===== config.mk =====
export PLATFORM = sky130hd
export DESIGN_NAME = v810_intc
export DESIGN_NICKNAME = d
export VERILOG_FILES = /design/src/rtl/v810_intc_pkg.sv /design/src/rtl/v810_intc_prio.sv /design/src/rtl/v810_intc.sv
export SDC_FILE = /design/constraint.sdc
export NUM_CORES = 1
export LEC_CHECK = 0
export ABC_AREA = 1
export BUFFER_PORTS_ARGS = -buffer_cell sky130_fd_sc_hd__buf_2
export CAP_MARGIN = 20
export CORE_MARGIN = 5
export CORE_UTILIZATION = 35
export DETAILED_ROUTE_END_ITERATION = 10
export PLACE_DENSITY = 0.53
export SYNTH_ARGS = -nofsm -noshare
export SYNTH_HDL_FRONTEND = slang
export SYNTH_SLANG_ARGS = --single-unit

===== constraint.sdc =====
create_clock -name CLK -period 1.9 [get_ports CLK]
set_clock_uncertainty 0.15 [all_clocks]
set_input_delay 0.38 -clock CLK [delete_from_list [all_inputs] [get_ports CLK]]
set_output_delay 0.38 -clock CLK [all_outputs]
set_load 0.02 [all_outputs]

===== src/rtl/v810_intc_pkg.sv =====
// Shared definitions for the v810 interrupt controller: register indices,
// the 16-bit source vector type and the NMI pulse counter width.
package v810_intc_pkg;

    localparam int INTC_NSRC   = 16;
    localparam int INTC_NMI_CW = 4;

    localparam logic [1:0] INTC_PEND = 2'd0;
    localparam logic [1:0] INTC_MASK = 2'd1;
    localparam logic [1:0] INTC_EDGE = 2'd2;
    localparam logic [1:0] INTC_STAT = 2'd3;

    typedef logic [INTC_NSRC-1:0]   intc_src_t;
    typedef logic [INTC_NMI_CW-1:0] intc_nmi_cnt_t;

    // Register-port view of a 16-bit source vector; the upper half always reads 0.
    function automatic logic [31:0] intc_zext(input intc_src_t v);
        return {16'b0, v};
    endfunction

endpackage


===== src/rtl/v810_intc_prio.sv =====
// Combinational highest-set-bit encoder for the 16 maskable sources;
// valid_o flags that at least one source is active.
module v810_intc_prio
    import v810_intc_pkg::*;
(
    input  intc_src_t   src_i,
    output logic [3:0]  idx_o,
    output logic        valid_o
);

    // Later iterations overwrite earlier ones, so the highest set bit wins.
    always_comb begin
        idx_o = 4'd0;
        for (int i = 0; i < INTC_NSRC; i++) begin
            if (src_i[i]) begin
                idx_o = 4'(i);
            end
        end
    end

    assign valid_o = |src_i;

endmodule


===== src/rtl/v810_intc.sv =====
// v810 interrupt controller: 16 maskable level/edge sources with priority
// encoding, a shaped NMI pulse and a small register port. Optional input
// synchronizers are enabled by defining V810_INTC_SYNC_EN.
module v810_intc
    import v810_intc_pkg::*;
#(
    parameter int NMI_PULSE = 4
) (
    input  logic        CLK,
    input  logic        RESn,
    input  logic        CE,
    input  logic [15:0] IRQ,
    input  logic        NMI_REQ,
    input  logic        CSn,
    input  logic        WEn,
    input  logic [1:0]  A,
    input  logic [31:0] DI,
    output logic [31:0] DO,
    output logic        INT,
    output logic [3:0]  INTVn,
    output logic        NMIn
);

    localparam intc_nmi_cnt_t PulseLen = intc_nmi_cnt_t'(NMI_PULSE);

    intc_src_t     irqIn;
    logic          nmiIn;

    intc_src_t     irqSample_q, irqPrev_q;
    intc_src_t     pend_q, pend_d;
    intc_src_t     mask_q, mask_d;
    intc_src_t     edgeMode_q, edgeMode_d;
    intc_src_t     irqRise, pendClr, act;

    logic          regWr, regRd;
    logic [31:0]   rdData;
    logic [31:0]   do_q, do_d;

    logic          prioValid;
    logic [3:0]    prioIdx;
    logic          int_q, int_d;
    logic [3:0]    intvN_q, intvN_d;

    logic          nmiSample_q, nmiPrev_q, nmiRise;
    intc_nmi_cnt_t nmiCnt_q, nmiCnt_d;
    logic          nmiN_q, nmiN_d;

    logic          unusedDi;

`ifdef V810_INTC_SYNC_EN
    intc_src_t irqMeta_q, irqSync_q;
    logic      nmiMeta_q, nmiSync_q;

    // Two-flop synchronizers, advanced on CE like every other register.
    always_ff @(posedge CLK or negedge RESn) begin
        if (!RESn) begin
            irqMeta_q <= '0;
            irqSync_q <= '0;
            nmiMeta_q <= 1'b0;
            nmiSync_q <= 1'b0;
        end else if (CE) begin
            irqMeta_q <= IRQ;
            irqSync_q <= irqMeta_q;
            nmiMeta_q <= NMI_REQ;
            nmiSync_q <= nmiMeta_q;
        end
    end

    assign irqIn = irqSync_q;
    assign nmiIn = nmiSync_q;
`else
    assign irqIn = IRQ;
    assign nmiIn = NMI_REQ;
`endif

    assign regWr    = ~CSn & ~WEn;
    assign regRd    = ~CSn &  WEn;
    assign unusedDi = ^DI[31:16];

    // Edge bits: a fresh rising edge beats a W1C clear in the same cycle.
    always_comb begin
        irqRise    = irqSample_q & ~irqPrev_q;
        pendClr    = (regWr && (A == INTC_PEND)) ? DI[15:0] : '0;
        pend_d     = (~edgeMode_q & irqSample_q)
                   | ( edgeMode_q & (irqRise | (pend_q & ~pendClr)));
        mask_d     = (regWr && (A == INTC_MASK)) ? DI[15:0] : mask_q;
        edgeMode_d = (regWr && (A == INTC_EDGE)) ? DI[15:0] : edgeMode_q;
    end

    assign act = pend_q & mask_q;

    v810_intc_prio u_prio (
        .src_i   (act),
        .idx_o   (prioIdx),
        .valid_o (prioValid)
    );

    always_comb begin
        int_d   = prioValid;
        intvN_d = prioValid ? ~prioIdx : 4'hF;
    end

    always_comb begin
        rdData = '0;
        case (A)
            INTC_PEND: rdData = intc_zext(pend_q);
            INTC_MASK: rdData = intc_zext(mask_q);
            INTC_EDGE: rdData = intc_zext(edgeMode_q);
            INTC_STAT: rdData = {27'b0, int_q, ~intvN_q};
            default:   rdData = '0;
        endcase
        do_d = regRd ? rdData : do_q;
    end

    // A running pulse swallows further edges; only an idle counter reloads.
    always_comb begin
        nmiRise = nmiSample_q & ~nmiPrev_q;
        if (nmiCnt_q != '0) begin
            nmiCnt_d = nmiCnt_q - intc_nmi_cnt_t'(1);
        end else if (nmiRise) begin
            nmiCnt_d = PulseLen;
        end else begin
            nmiCnt_d = nmiCnt_q;
        end
        nmiN_d = (nmiCnt_q == '0);
    end

    always_ff @(posedge CLK or negedge RESn) begin
        if (!RESn) begin
            irqSample_q <= '0;
            irqPrev_q   <= '0;
            pend_q      <= '0;
            mask_q      <= '0;
            edgeMode_q  <= '0;
            do_q        <= '0;
            int_q       <= 1'b0;
            intvN_q     <= 4'hF;
            nmiSample_q <= 1'b0;
            nmiPrev_q   <= 1'b0;
            nmiCnt_q    <= '0;
            nmiN_q      <= 1'b1;
        end else if (CE) begin
            irqSample_q <= irqIn;
            irqPrev_q   <= irqSample_q;
            pend_q      <= pend_d;
            mask_q      <= mask_d;
            edgeMode_q  <= edgeMode_d;
            do_q        <= do_d;
            int_q       <= int_d;
            intvN_q     <= intvN_d;
            nmiSample_q <= nmiIn;
            nmiPrev_q   <= nmiSample_q;
            nmiCnt_q    <= nmiCnt_d;
            nmiN_q      <= nmiN_d;
        end
    end

    assign DO    = do_q;
    assign INT   = int_q;
    assign INTVn = intvN_q;
    assign NMIn  = nmiN_q;

endmodule

==> results.toml <==
[outcome]
status = "completed"

[placement]
dp_slack_ns = 0.120
place.gp.congestion = 0.792
placed_area_sq_mm = 0.00546
portBuffers = 61
dp_hpwl_um = 8390
dp_cells = 800

[yosys]
ys_seq_area_share_pct = 54.5
ys_ff_latch = 108
syn-cell-area_sq_mm = 0.00497
yosysUniqueCellTypes = 33
yosys_most_used_dff = "dfrtp_1"
yosys_warnings = 0
synth_edf_count = 0
synth_top_area_share_pct = 51.8
ys_top_cells_by_area = "dfrtp_1, nand2_1, o21ai_2, buf_4, dfstp_2"
netlist_instances = 567
synth_largest_area_cell = "dfrtp_1"
avgSynthCellArea_sq_um = 8.77
synth-async-reset-ratio_pct = 100

[die]
die_w_um = 129
dieArea_sq_mm = 0.0167
die_h_um = 129
core_area_sq_mm = 0.0139
ios = 94
start_util_pct = 35.8
rows = 43

[critical_path]
path_cells = "buf_2"
crit_start = "INTVn[1]"
crit_path_start_kind = "flip-flop"
path_max_fanout = 3
cp.arrival_ns = 1.10
path_delay_family = "flip-flops"
required_ns = 1.37
crit_type = "flip-flop to output port"
path_buf_inv = 1
r2r_start = "pend_q[8]"
worst_path_max_delay_cell = "dfstp_2"
endpoint_kind = "output port"
cp_slowest_stage_delay_ns = 0.58

[power]
pwr-share-clk_pct = 29.4
vdd_drop_max_uv = 425
p_sw_share_pct = 32.4
power_frac_comb_pct = 20.9
power_frac_seq_pct = 49.7
power.density_mw_per_mm2 = 1070
p_int_w = 0.00418
p_leak_nw = 2.98
switchingPower_w = 0.00201

[cells_and_area]
diodes = 0
drive_gt1_share_pct = 20.6
layout.cells.non_filler = 817
fin_nets = 688
syn_to_final_growth_pct = 15.8
stdcell_area_sq_mm = 0.00576

[hold_path]
hold_path_class = "input port to flip-flop"
min_from = "IRQ[12]"

[grt]
grt_pass1_wl_um = 19700
grt_usage_pct = 14.9
grt_max_degree = 46
grt-ovfl-total = 0
first_global_vias = 3939
antenna_found_initial = 0

[clock_tree]
path_clk_slew_ns = 0.08
cts.sinks = 108
cts_root_buffer = "clkbuf_16"
post_cts_buffers = 0
cts_tree = "yes"
clock_latency_ns = 0.35
cts.path.max_buffers = 2
h-tree-depth = 3
numCtsBuffers = 9

[routing]
drc = 0
routed_wl_um = 11600
firstDrtPassIters = 4
postRouteAntennaNets = 0
drt_iter0_drc = 270
vias_per_cell = 4.66
wl_per_cell_um = 14.2
vias = 3810

[timing]
drv_slew = 0
worst_slack_ns = 0.272
fin_crit_ns = 1.63
period_share_pct = 85.7
rsz0062_at_grt = "no"
setup-violations-final = 0
hold_ws_ns = 0.0791
fin_setup_tns_ns = 0
fmax_mhz = 614
hold_violations = 0

[flow_run]
maxCapViolations = 0
-- synthesized netlist by cell type, types with 3 or more instances --
| master | instances |
|---|---|
| nand2_1 | 240 |
| a21oi_1 | 17 |
| clkbuf_1 | 3 |
| o21ai_2 | 20 |
| a21o_1 | 16 |
| dfrtp_1 | 103 |
| o21ai_0 | 18 |
| a221oi_1 | 5 |
| buf_4 | 20 |
| inv_2 | 3 |
| dfstp_2 | 5 |
| a41oi_1 | 10 |
| buf_6 | 5 |
| nor2_4 | 4 |
| nor2_1 | 21 |
| buf_2 | 10 |
| nand3_1 | 3 |
| o21ai_1 | 22 |
| inv_1 | 25 |
-- kinds of logic (layout without fill, tap and decap cells) --
family | after synthesis | after routing | share of synthesized area, %
and+or+nand+nor | 273 | 273 | 21.9
DFF | 108 | 108 | 54.5
AOI/OAI and AO/OA | 116 | 116 | 15.7
other | 1 | 16 | 0.0754
buffers and inverters | 68 | 123 | 7.65
xor gates and xnor gates | 1 | 1 | 0.176
-- through the flow --
stage	utilization, %	total power, W
floorplan	-	0.00397
global placement	39.3	0.00439
detailed placement	39.3	0.00444
CTS	41.5	0.00626
global route	41.5	0.00660
finish	41.5	0.00619
-- routing by layer --
metal  wire, um  global-route usage [%]  vias up  part of all wire [%]
met5          0                       0        -                     0
met4        207                    5.56        0                   1.8
met3        607                    2.23       12                   5.2
met2       5260                    23.3       92                    45
met1       5530                    21.1     1774                    48
li1           -                       -     1932                     -
-- placed cells by master, fill, tap and decap left out, types with 13 or more instances in the layout --
| master | n |
|---|---|
| nor2_1 | 21 |
| buf_2 | 60 |
| o21ai_0 | 18 |
| a21o_1 | 16 |
| nand2_1 | 240 |
| conb_1 | 16 |
| dfrtp_1 | 103 |
| o21ai_2 | 20 |
| o21ai_1 | 22 |
| buf_4 | 13 |
| a21oi_1 | 17 |
| inv_1 | 25 |
-- area by class of cell --
class / instances / area (sq um)
Tap cell: 180 / 225
Clock inverter: 6 / 48.8
Inverter: 29 / 109
Timing Repair Buffer: 78 / 488
Fill cell: 1438 / 8120
Clock buffer: 10 / 239
Sequential cell: 108 / 2710
Multi-Input combinational cell: 406 / 1940
-- registers in the layout, indices dropped and copies added (netlist names) --
register     cells
INTVn            4
DO              16
irqSample_q     16
irqPrev_q       16
nmiPrev_q        1
pend_q          16
nmiCnt_q         4
mask_q          16
edgeMode_q      16
INT              1
nmiSample_q      1
NMIn             1
-- final timing paths --
path | cells after the start | slack (ns) | to
max | 1 | 0.27 | INTVn[1]
min | 3 | 0.08 | irqSample_q[12]
max reg2reg | 6 | 0.31 | INT
min reg2reg | 2 | 0.32 | irqPrev_q[15]
max in group asynchronous | 3 | 0.64 | NMIn
min in group asynchronous | 2 | 0.35 | irqSample_q[1]
-- power groups by stage --
| stage | Clock, W | Sequential, W | Combinational, W |
|---|---|---|---|
| after floorplan | 0 | 0.00317 | 0.000796 |
| after global placement | 0 | 0.00311 | 0.00128 |
| after detailed placement | 0 | 0.00313 | 0.00131 |
| after CTS | 0.00186 | 0.00308 | 0.00132 |
| after global routing | 0.00196 | 0.00314 | 0.00149 |
| final | 0.00182 | 0.00308 | 0.00129 |
-- what timing repair did --
action,in CTS,in global routing
hold buffers,1,0
hold endpoints to repair,25,0
gates resized for setup,0,0
(Power assumes the default switching activity.)
